[src/rtl/sram_access_seq.sv]
// sram_access_seq: sequences one-shot read/write requests into timed async SRAM strobe cycles
module sram_access_seq #(
  parameter int ADDR_W     = 20,
  parameter int READ_WAIT  = 2,
  parameter int WRITE_WAIT = 2
) (
  input  logic              i_clk,
  input  logic              i_rst_n,
  input  logic              i_rd_req,
  input  logic              i_wr_req,
  input  logic [ADDR_W-1:0] i_addr,
  input  logic [15:0]       i_wdata,
  input  logic [1:0]        i_byte_en,
  output logic              o_busy,
  output logic              o_done,
  output logic [15:0]       o_rdata,
  output logic              o_dropped,
  output logic [ADDR_W-1:0] o_sram_addr,
  output logic              o_sram_ce_n,
  output logic              o_sram_oe_n,
  output logic              o_sram_we_n,
  output logic              o_sram_ub_n,
  output logic              o_sram_lb_n,
  output logic [15:0]       o_sram_dq_out,
  output logic              o_sram_dq_oe,
  input  logic [15:0]       i_sram_dq_in
);
  localparam int MAX_WAIT = (READ_WAIT > WRITE_WAIT) ? READ_WAIT : WRITE_WAIT;
  localparam int CNT_W    = $clog2(MAX_WAIT + 1);
  typedef enum logic [2:0] {S_IDLE, S_RD, S_WR_SETUP, S_WR_PULSE, S_WR_HOLD} state_t;
  state_t            r_state, w_state_nxt;
  logic [CNT_W-1:0]  r_cnt, w_cnt_nxt;
  logic [1:0]        r_be, w_be_nxt;
  logic [ADDR_W-1:0] w_addr_nxt;
  logic [15:0]       w_wdata_nxt, w_rdata_nxt;
  logic              w_done_nxt, w_accept;
  assign o_busy = (r_state != S_IDLE);
  // next-state, counter, capture and completion decode; write wins over a simultaneous read
  always_comb begin
    w_state_nxt = r_state;
    w_cnt_nxt   = r_cnt;
    w_be_nxt    = r_be;
    w_addr_nxt  = o_sram_addr;
    w_wdata_nxt = o_sram_dq_out;
    w_rdata_nxt = o_rdata;
    w_done_nxt  = 1'b0;
    w_accept    = (r_state == S_IDLE) && (i_rd_req || i_wr_req);
    case (r_state)
      S_IDLE: begin
        if (i_wr_req) w_state_nxt = S_WR_SETUP;
        else if (i_rd_req) begin
          w_state_nxt = S_RD;
          w_cnt_nxt   = CNT_W'(READ_WAIT - 1);
        end
      end
      S_RD: begin
        if (r_cnt == '0) begin
          w_state_nxt = S_IDLE;
          w_rdata_nxt = i_sram_dq_in;
          w_done_nxt  = 1'b1;
        end else w_cnt_nxt = r_cnt - 1'b1;
      end
      S_WR_SETUP: begin
        w_state_nxt = S_WR_PULSE;
        w_cnt_nxt   = CNT_W'(WRITE_WAIT - 1);
      end
      S_WR_PULSE: begin
        if (r_cnt == '0) w_state_nxt = S_WR_HOLD;
        else w_cnt_nxt = r_cnt - 1'b1;
      end
      S_WR_HOLD: begin
        w_state_nxt = S_IDLE;
        w_done_nxt  = 1'b1;
      end
      default: w_state_nxt = S_IDLE;
    endcase
    if (w_accept) begin
      w_be_nxt    = i_byte_en;
      w_addr_nxt  = i_addr;
      w_wdata_nxt = i_wdata;
    end
  end
  // state plus strobes registered from the next state so the SRAM pins never glitch
  always_ff @(posedge i_clk or negedge i_rst_n) begin
    if (!i_rst_n) begin
      r_state       <= S_IDLE;
      r_cnt         <= '0;
      r_be          <= '0;
      o_done        <= 1'b0;
      o_dropped     <= 1'b0;
      o_rdata       <= '0;
      o_sram_addr   <= '0;
      o_sram_dq_out <= '0;
      o_sram_ce_n   <= 1'b1;
      o_sram_oe_n   <= 1'b1;
      o_sram_we_n   <= 1'b1;
      o_sram_ub_n   <= 1'b1;
      o_sram_lb_n   <= 1'b1;
      o_sram_dq_oe  <= 1'b0;
    end else begin
      r_state       <= w_state_nxt;
      r_cnt         <= w_cnt_nxt;
      r_be          <= w_be_nxt;
      o_done        <= w_done_nxt;
      o_dropped     <= (r_state != S_IDLE) && (i_rd_req || i_wr_req);
      o_rdata       <= w_rdata_nxt;
      o_sram_addr   <= w_addr_nxt;
      o_sram_dq_out <= w_wdata_nxt;
      o_sram_ce_n   <= (w_state_nxt == S_IDLE);
      o_sram_oe_n   <= (w_state_nxt != S_RD);
      o_sram_we_n   <= (w_state_nxt != S_WR_PULSE);
      o_sram_ub_n   <= (w_state_nxt == S_IDLE) | ~w_be_nxt[1];
      o_sram_lb_n   <= (w_state_nxt == S_IDLE) | ~w_be_nxt[0];
      o_sram_dq_oe  <= (w_state_nxt inside {S_WR_SETUP, S_WR_PULSE, S_WR_HOLD});
    end
  end
endmodule

[config.mk]
export PLATFORM = sky130hd
export DESIGN_NAME = sram_access_seq
export DESIGN_NICKNAME = d
export VERILOG_FILES = /design/src/rtl/sram_access_seq.sv
export SDC_FILE = /design/constraint.sdc
export NUM_CORES = 1
export LEC_CHECK = 0
export ABC_AREA = 1
export BUFFER_PORTS_ARGS = -buffer_cell sky130_fd_sc_hd__buf_2
export CORE_ASPECT_RATIO = 0.9
export CORE_MARGIN = 1.5
export CORE_UTILIZATION = 30
export DETAILED_ROUTE_END_ITERATION = 6
export GPL_ROUTABILITY_DRIVEN = 0
export PLACE_DENSITY_LB_ADDON = 0.05
export SETUP_SLACK_MARGIN = 0.05
export SYNTH_ARGS = -nofsm -noshare
export SYNTH_HDL_FRONTEND = slang
export SYNTH_SLANG_ARGS = --single-unit
[constraint.sdc]
create_clock -name i_clk -period 1.4 [get_ports i_clk]
set_input_delay 0.07 -clock i_clk [delete_from_list [all_inputs] [get_ports i_clk]]
set_output_delay 0.07 -clock i_clk [all_outputs]
set_load 0.005 [all_outputs]
-- After elaboration in Yosys (flattened, before gate mapping)
Cells that the tools add are included.
- add/subtract/negate cells: 1
- eq/ne operators: 12
- muxes and demuxes: 12
- bitwise operators: 4
- reduce and logical (&&, ||, !) cells: 12
- operators with widths (kind ; number):
    equality test 3 x 2 -> 1 bit, second input constant ; 4
    2-to-1 mux 3 bit ; 4
    one-hot mux 3 bit (4 select lines) ; 1
    nonzero test 3 bit ; 3
    2-to-1 mux 2 bit ; 4
    equality test 3 bit, second input constant ; 2
    zero test 3 bit ; 2
    != test 2 bit, second input constant ; 3
    one-hot mux 2 bit (3 select lines) ; 1
    AND reduction 4 bit ; 1
    equality test 3 x 1 -> 1 bit, second input constant ; 1
    != test 3 x 1 -> 1 bit, second input constant ; 1
    != test 3 x 2 -> 1 bit, second input constant ; 1
    logical AND 1 bit ; 2
    zero test 2 bit ; 1
    NOT 1 bit ; 2
    bitwise OR 1 bit ; 2
    one-hot mux 1 bit (2 select lines) ; 1
    AND reduction 2 bit ; 1
    OR reduction 2 bit ; 1
    subtractor 2 x 1 -> 2 bit, second input constant ; 1
    logical OR 1 bit ; 1
    2-to-1 mux 1 bit ; 1
- register bits after elaboration: 67
- output and inout port bits: 61
- word-level logic and storage cells: 55

-- Longest topological paths before layout
Gate-level depths: netlist (run 1).
- word-level depth: 5
- gate-level depth with buffers: 8

-- Worst setup path after synthesis (run 1)
No wires, ideal clock.
- path type: register to register
- start: reg r_state[0]
- end: reg o_sram_addr[10]
- setup time: 0.116 ns
- arrival: 1.078 ns
- setup slack: 0.205 ns
- cell stages (with the launch flop): 9
- buffers on the path: 2
- period minus slack after synthesis: 1.195 ns
- cells stage by stage: dfrtp_1 > inv_2 > nand2_2 > nor2_4 > nand2_1 > buf_6 > buf_6 > nand2_1 > nand2_1
- word-level cells in the longest chain between the ends: 2
- ends and longest elaborated chain (what ; RTL line ; RTL):
    start, declared ; 31 ; state_t r_state, w_state_nxt;
    start signal, assigned ; 101 ; r_state <= w_state_nxt;
    zero test 3 bit ; 47 ; w_accept = (r_state == S_IDLE) && (i_rd_req || i_wr_req);
    logical AND 1 bit ; 47 ;
    end signal, assigned ; 107 ; o_sram_addr <= w_addr_nxt;
    end, declared ; 18 ; output logic [ADDR_W-1:0] o_sram_addr,
No other way between the ends.
A chain may end at the register's enable or synchronous reset.

-- Final worst setup path (run 1)
- start: reg r_state[1]
- end: out o_busy
- word-level cells in the longest chain between the ends: 1
- ends and longest elaborated chain (what ; RTL line ; RTL):
    nonzero test 3 bit ; 37 ; assign o_busy = (r_state != S_IDLE);
    end, declared ; 14 ; output logic o_busy,
No other way between the ends.

==> metrics.cfg, run 1 <==
[clocking]
cts_root_buf=clkbuf_8
clkLatencyLatePin_ns=0.34
tritoncts=yes
htree_levels=3
cts.sinks=67
clk_pin_slew_ns=0.07
cts_buffer_depth=2
cts_buffers=9

[logic_synthesis]
netlist_area_sq_um=2668
yosys.area.top_type_share_pct=58.16
synth_edf_count=0
synth-main-ff-cell=dfrtp_1
synthCells=288
synthTopCellsByArea=dfrtp_1 58%, nand2_1 14%, nand3_1 7.7%, dfstp_2 4.9%, inv_1 3.7%
ys_types=22
yosysWarnings=0
synth_top_cell_by_area=dfrtp_1
synth-async-reset-ratio_pct=100.0
synth.most_common_cell=nand2_1
avgSynthCellArea_sq_um=9.262
seq_area_frac_synth_pct=63.09
ys_ff_latch=67
synth.net_count=347
yosys-top-cells-count=103 x nand2_1, 62 x dfrtp_1, 41 x nand3_1

[timing]
fin_tns_setup_ns=0
fmax_mhz=750.7
skew_ns=0.009073
tightest_slew_ns=0.3696
rsz0062_at_grt=yes
setup_viol=0
slew_violations=0
hold_viol=0
finalCritPeriodShare_pct=95.15
fin_crit_ns=1.332
relSlewSlack_pct=75.36

[detailed_routing]
drt-initial-drc-count=104
routedWlPerCell_um=11.87
avgViaCountPerCell=4.163
wl_met2_um=3281
routed.top_layer=met4
drt-met1-wl_um=3257
drc=0
drt_wl_total_um=7048
detailroute.via_count=2473
first_pass_iters=4
wl_met3_um=434
postRouteAntennaNets=0

[final_layout]
area_growth_pct=57.18
nets=529
postLayoutCoreUtil_pct=48.71
antennaDiodeCount=0
drive_above_1_share_pct=33.47

[power]
pwr-share-comb_pct=43.0
seqPwrFrac_pct=40.9
power_mw=8.196
internal_power_mw=5.195
peakVddDrop_mv=0.9997
leakage_nw=2.312
power_density_nw_per_um2=1955
swShare_pct=36.61
switchingPower_mw=3.001
clockPowerShare_pct=16.1

[critical_path]
crit_end=o_busy
timing.rr.start=r_state[1]
arrival_ns=1.26
r2r_slack_ns=0.13
worstPathRequired_ns=1.33
critical_path_class=reg -> out
startpoint=r_state[1]
start_kind=register
cp_max_fo=3
r2r.worst_path.cells=7
endpoint_kind=output port
r2r_end=o_sram_lb_n

[placement]
portBuffers=118
hpwl_um=4292

[global_route]
grt_usage_pct=15.72
gr-total-overflow=0
grt_pass1_wl_um=11370
grt_pass1_vias=2444
antenna_found_initial=0
grt_max_degree=68

[floorplan]
io-pin-count=119
die_w_um=102.4
core.rowCount=32
start_util_pct=30.99
coreArea_sq_um=8608
die_height_um=92.46
die_area_sq_um=9467

[run_status]
status=complete, no violations

[hold_path]
hp-class=in -> reg

[flow_run]
maxCapViolations=0

==> stage by stage <==
| stage | std cells | setup slack (ns) | hold WS [ns] | cell area, sq um |
|---|---|---|---|---|
| after floorplan | 288 | 0.2051 | -0.2256 | 2668 |
| after global placement | 517 | 0.09460 | 0.1267 | 3415 |
| after detailed placement | 517 | 0.02862 | 0.1280 | 3415 |
| after CTS | 591 | 0.04892 | 0.02622 | 4150 |
| after global routing | 594 | -0.01296 | 0.06834 | 4193 |
| final | 594 | 0.06793 | 0.04949 | 4193 |
==> power groups by stage <==
| stage | Sequential (mW) | Clock [mW] | Combinational [mW] |
|---|---|---|---|
| final | 3.35 | 1.32 | 3.53 |
| after global routing | 3.45 | 1.48 | 4.08 |
| after CTS | 3.35 | 1.40 | 3.46 |
| after detailed placement | 3.39 | 0 | 3.23 |
| after global placement | 3.39 | 0 | 3.18 |
| after floorplan | 3.47 | 0 | 1.71 |
==> worst min-delay path by stage <==
stage               startpoint        endpoint  slack (ns)  cells after the start
finish                i_rd_req       o_dropped        0.05                      3
global route          i_rd_req       o_dropped        0.07                      3
CTS                   i_rd_req       o_dropped        0.03                      3
detailed placement     i_rst_n  o_sram_addr[7]        0.13                      2
global placement       i_rst_n  o_sram_addr[4]        0.13                      2
floorplan              i_rst_n          o_done       -0.23                      0
==> what timing repair did <==
action | in CTS | in global routing
buffers inserted | 3 | 3
pin swaps | 0 | 2
hold buffers | 55 | 0
setup endpoints to repair | 2 | 23
cloned | 0 | 0
hold endpoints to repair | 117 | 0
gates resized for setup | 2 | 6
==> layer usage <==
layer  global-route usage (%)  up-vias
met1                    19.79     1134
li1                         -     1262
met4                    3.767        0
met3                    5.434        6
met2                    25.83       71
met5                        0        -
==> worst max-delay path: stages, from the launching register on <==
cell	delay (ns)
dfrtp_1	0.40
inv_2	0.09
nand2_4	0.06
nor2_4	0.14
buf_8	0.11
inv_2	0.03
buf_6	0.10
==> cell usage in the layout (no fill, tap or decap), types with 2 or more instances in the layout <==
cell / instances
a21oi_1: 4
buf_12: 4
buf_2: 117
buf_4: 7
buf_6: 2
clkbuf_1: 3
clkbuf_8: 9
clkinv_2: 4
dfrtp_1: 62
dfstp_2: 5
dlygate4sd3_1: 55
inv_1: 25
inv_2: 3
nand2_1: 102
nand3_1: 41
nand4_1: 2
nor2_1: 2
o21ai_0: 2
o21ai_1: 17
==> flip-flops by register name, indices dropped and copies added (netlist names) <==
name / count
o_done: 1
o_dropped: 1
o_rdata: 16
o_sram_addr: 20
o_sram_ce_n: 1
o_sram_dq_oe: 1
o_sram_dq_out: 16
o_sram_lb_n: 1
o_sram_oe_n: 1
o_sram_ub_n: 1
o_sram_we_n: 1
r_be: 2
r_cnt: 2
r_state: 3
==> layout make-up <==
cell class	instances	area, sq um
Clock buffer	12	135.1
Inverter	28	105.1
Tap cell	119	148.9
Timing Repair Buffer	186	1306
Sequential cell	67	1683
Fill cell	865	4415
Clock inverter	4	20.02
Multi-Input combinational cell	178	794.5
==> logic make-up (layout without fill, tap and decap cells) <==
kind of cell / Yosys count / in the layout / share of synthesized area [%]
simple gates: 154 / 154 / 24.63
buf+inv: 43 / 230 / 7.505
fa+ha+maj: 1 / 1 / 0.4690
flops: 67 / 67 / 63.09
compound gates: 23 / 23 / 4.315
Power figures use the tool's default switching activity.
==> run 2: changes to the inputs <==
- clock period: 1.4 -> 1.55 ns (I/O delays scaled with it)
==> run 2 against run 1 <==
  * Total power down 4.7%
  * Global-route usage up 0.70 points
  * Critical path depth unchanged
  * Die area unchanged
  * Final cell count down 0.17%
  * Non-clock buffer count down 1
  * Cell area up 0.98%
  * Via count up 1.2%
  * Largest cell class unchanged
==> metrics.cfg, run 2 (synthesis gave the netlist of run 1 again) <==
[global_route]
gr-total-overflow=0
grt_pass1_vias=2445
grt_usage_pct=16.42
grt_pass1_wl_um=11810
grt_max_degree=68
antenna_found_initial=0

[run_status]
status=complete, no violations

[critical_path]
start_kind=register
cpPeakStageDelay_ns=0.42
cp_slowest_cell=dfrtp_1
endpoint_kind=output port
worstPathRequired_ns=1.47
arrival_ns=1.28
critical_path_class=reg -> out
cp_max_fo=4
crit_chain=inv_2 > nand2_2 > nor2_4 > buf_12 > inv_1 > buf_2

[final_layout]
n_fill_cell=863
finalInstanceArea_sq_um=4234
top_regs=o_sram_addr: 20 flops, o_rdata: 16 flops, o_sram_dq_out: 16 flops
largest_reg_flops=20
drive_above_1_share_pct=32.70
antennaDiodeCount=0
final_common_cell=buf_2
nets=528
mostFrequentLayoutCells=118 x buf_2, 103 x nand2_1, 62 x dfrtp_1
area_growth_pct=58.72
regMostFlops=o_sram_addr

[floorplan]
die_height_um=92.46
io-pin-count=119
start_util_pct=30.99
die_area_sq_um=9467
core.rowCount=32
coreArea_sq_um=8608
die_w_um=102.4

[clocking]
htree_levels=3
cts_buffers=9
cts_buffer_depth=2
clk_pin_slew_ns=0.07
cts.sinks=67
cts_root_buf=clkbuf_8
clkLatencyLatePin_ns=0.34
tritoncts=yes

[detailed_routing]
drt_wl_total_um=7431
drt-initial-drc-count=58
postRouteAntennaNets=0
detailroute.via_count=2503
routedWlPerCell_um=12.53
first_pass_iters=4
avgViaCountPerCell=4.221
drc=0

[timing]
fmax_mhz=735.5
fin_tns_setup_ns=0
hold_viol=0
fin_crit_ns=1.360
slew_violations=0
rsz0062_at_grt=no
skew_ns=0.008210
finalCritPeriodShare_pct=87.72
tightest_slew_ns=0.4402
relSlewSlack_pct=70.65
setup_viol=0

[placement]
hpwl_um=4216
portBuffers=118
place_area_sq_um=3382

[power]
leakage_nw=2.331
power_density_nw_per_um2=1844
peakVddDrop_mv=0.7412
power_mw=7.807

[flow_run]
maxCapViolations=0

[hold_path]
hp-class=in -> reg

run 2: cell types whose count changed in the layout (fill, tap and decap cells not counted), sizes merged:
cell	before	now
buf	131	128
bufbuf	0	2
bufinv	0	1
clkbuf	12	15
clkinv	4	0
run 2: layout make-up:
class	instances	area, sq um	share of cell area [%]
Sequential cell	67	1683	39.75
Timing Repair Buffer	185	1306	30.85
Multi-Input combinational cell	178	784.5	18.53
Clock buffer	15	176.4	4.167
Tap cell	119	148.9	3.517
Inverter	28	105.1	2.482
Clock inverter	1	30.03	0.7092
run 2: timing repair:
action | CTS | global route
resized for setup | 0 | 0
pin swaps | 1 | 1
hold endpoints to repair | 117 | 0
hold buffers | 55 | 0
buffers inserted | 2 | 2
cloned | 2 | 0
setup endpoints to repair | 1 | 4
run 2: worst paths after layout:
kind | depth (start not counted) | startpoint | to | slack [ns]
worst max-delay path | 6 | r_state[1] | o_busy | 0.19
worst min-delay path | 3 | i_rd_req | o_dropped | 0.02
worst max register to register | 7 | r_state[1] | o_sram_dq_out[14] | 0.19
worst min register to register | 2 | o_sram_addr[17] | o_sram_addr[17] | 0.47
max in group asynchronous | 3 | i_rst_n | o_sram_lb_n | 0.92
min in group asynchronous | 3 | i_rst_n | o_sram_addr[8] | 0.28
run 2: per-layer routing:
layer / routed length (um) / global-route usage, % / up-vias
met1: 3458 / 20.06 / 1153
met5: 0 / 0 / -
met4: 80 / 5.023 / 0
met3: 454 / 5.358 / 7
li1: - / - / 1264
met2: 3437 / 27.37 / 79
run 2: stage by stage:
step           hold WS, ns  setup slack, ns  cells  utilization, %
5_1_grt            0.02862          0.06482    593           49.19
3_3_place_gp        0.1332           0.2062    516           39.29
3_5_place_dp        0.1364           0.2236    516           39.29
4_1_cts           0.006261          0.06756    591           49.01
6_report           0.02280           0.1903    593           49.19
2_1_floorplan      -0.2181           0.3551    288               -
run 2: worst max-delay path: cells and delay by family, from the launching register on:
family / cells / cell delay (ns)
AND/OR/NAND/NOR: 2 / 0.19
buffers and inverters: 4 / 0.34
flip-flops: 1 / 0.42
run 2: report_power, final:
part           switching, mW  leakage, nW  total [mW]  internal [mW]
logic                   1.69         1.41        3.26           1.57
registers              0.404        0.818        3.04           2.63
clock network          0.632        0.104        1.51          0.879
==> run 3: changes to the inputs <==
- CORE_UTILIZATION: 30 -> 50
- RECOVER_POWER: unset -> 25
- REMOVE_ABC_BUFFERS: unset -> 1
==> run 3 against run 2 <==
  * Final cell count fell by 9.1%
  * Total power is 6.4% lower
  * Utilization grew 29 points
  * Sequential cell count stayed put
  * Fmax down 3.0%
  * Critical path type unchanged
  * Largest cell class unchanged
==> metrics.cfg, run 3 (synthesis gave the netlist of run 1 again) <==
[final_layout]
n_fill_cell=385
mostFrequentLayoutCells=118 x buf_2, 103 x nand2_1, 62 x dfrtp_1
drive_above_1_share_pct=32.63
antennaDiodeCount=0
largest_reg_flops=20
finalInstanceArea_sq_um=4046
nets=526
top_regs=o_sram_addr: 20 flops, o_rdata: 16 flops, o_sram_dq_out: 16 flops
regMostFlops=o_sram_addr
area_growth_pct=51.69
final_common_cell=buf_2

[clocking]
cts_root_buf=clkbuf_8
cts_buffer_depth=2
cts.sinks=67
clkLatencyLatePin_ns=0.34
cts_buffers=9
htree_levels=3
clk_pin_slew_ns=0.06
tritoncts=yes

[timing]
slew_violations=0
setup_viol=0
relSlewSlack_pct=41.96
fin_crit_ns=1.402
skew_ns=0.006779
fin_ws_ns=0.1477
timing.hold.ws_ns=0.01458
rsz0062_at_grt=no
fmax_mhz=713.1
finalCritPeriodShare_pct=90.47
hold_viol=0
tightest_slew_ns=0.8707

[placement]
portBuffers=118
place_area_sq_um=3319
hpwl_um=4066
dp_slack_ns=0.2384

[power]
power_mw=7.307
leakage_nw=2.276
power_density_nw_per_um2=1806
peakVddDrop_mv=1.386

[hold_path]
hold_depth=3
hp-class=in -> reg
holdPathEnd=o_sram_dq_out[6]
hold_path.startpoint=i_wdata[6]

[critical_path]
r2r_end=o_rdata[4]
critical_path_class=reg -> out
cp_max_fo=5
endpoint_kind=output port
start_kind=register
worstPathRequired_ns=1.47
r2r_slack_ns=0.18
timing.rr.start=r_cnt[0]
r2r.worst_path.cells=6
arrival_ns=1.32

[detailed_routing]
drt-initial-drc-count=113
detailroute.via_count=2562
postRouteAntennaNets=0
routedWlPerCell_um=13.07
first_pass_iters=4
avgViaCountPerCell=4.753
drc=0
drt_wl_total_um=7045

[global_route]
gr-total-overflow=0
grt_pass1_vias=2428
grt_pass1_wl_um=11180
grt_usage_pct=25.92
grt_max_degree=68
antenna_found_initial=0

[floorplan]
core.rowCount=25
coreArea_sq_um=5192
die_w_um=79.99
start_util_pct=51.37
io-pin-count=119
die_area_sq_um=5783
die_height_um=72.30

[run_status]
status=complete, no violations

[flow_run]
maxCapViolations=0

==> run 3: cell types whose count changed in the layout (fill, tap and decap cells not counted) <==
cell	before	now
clkbuf_4	0	1
bufbuf_16	2	0
clkinv_2	0	3
buf_12	2	1
clkbuf_8	12	10
buf_4	8	9
bufinv_16	1	0
dlygate4sd3_1	55	54
==> run 3: worst max-delay path: stages (launching register included) <==
cell and delay (ns):
dfrtp_1 0.43, inv_2 0.10, nand2_2 0.07, nor2_4 0.13, buf_12 0.12, inv_1 0.03, buf_2 0.12
==> run 3: worst max path at each step <==
stage / start / end / slack, ns / cells past startpoint
2_1_floorplan: r_state[0] / r_be[0] / -0.52 / 6
3_3_place_gp: r_cnt[0] / o_sram_lb_n / 0.27 / 6
3_5_place_dp: r_cnt[0] / o_sram_lb_n / 0.24 / 6
4_1_cts: r_state[0] / o_busy / 0.06 / 6
5_1_grt: r_state[0] / o_busy / 0.06 / 6
6_report: r_state[0] / o_busy / 0.15 / 6
==> run 3: where the power goes <==
group / internal [mW] / leakage [nW] / total [mW] / switching [mW]
logic: 1.36 / 1.37 / 3.04 / 1.68
clock network: 0.618 / 0.0872 / 1.21 / 0.597
registers: 2.63 / 0.818 / 3.05 / 0.420
==> run 3: cell type report <==
class | instances | area [sq um] | area share [%]
Sequential cell | 67 | 1683 | 41.59
Timing Repair Buffer | 183 | 1226 | 30.30
Multi-Input combinational cell | 178 | 784.5 | 19.39
Clock buffer | 13 | 148.9 | 3.680
Inverter | 28 | 105.1 | 2.597
Tap cell | 67 | 83.83 | 2.072
Clock inverter | 3 | 15.01 | 0.3711
==> run 3: timing repair <==
action / CTS / global route
hold buffers: 54 / 0
resized for setup: 2 / 1
endpoints found under the setup margin: 1 / 1
hold endpoints to repair: 116 / 0
setup buffers: 0 / 3
==> run 3: metrics by stage <==
stage                     util [%]  std cells  setup TNS [ns]
after floorplan                  -        273          -20.00
after global placement       63.93        466               0
after detailed placement     63.93        466               0
after CTS                    77.64        536               0
after global routing         77.93        539               0
final                        77.93        539               0
==> run 3: routing by layer <==
| layer | track usage (%) | up-vias | routed length (um) |
|---|---|---|---|
| li1 | - | 1264 | - |
| met1 | 30.96 | 1195 | 2839 |
| met2 | 43.51 | 87 | 3621 |
| met3 | 8.931 | 16 | 422 |
| met4 | 9.770 | 0 | 161 |
| met5 | 0 | - | 0 |
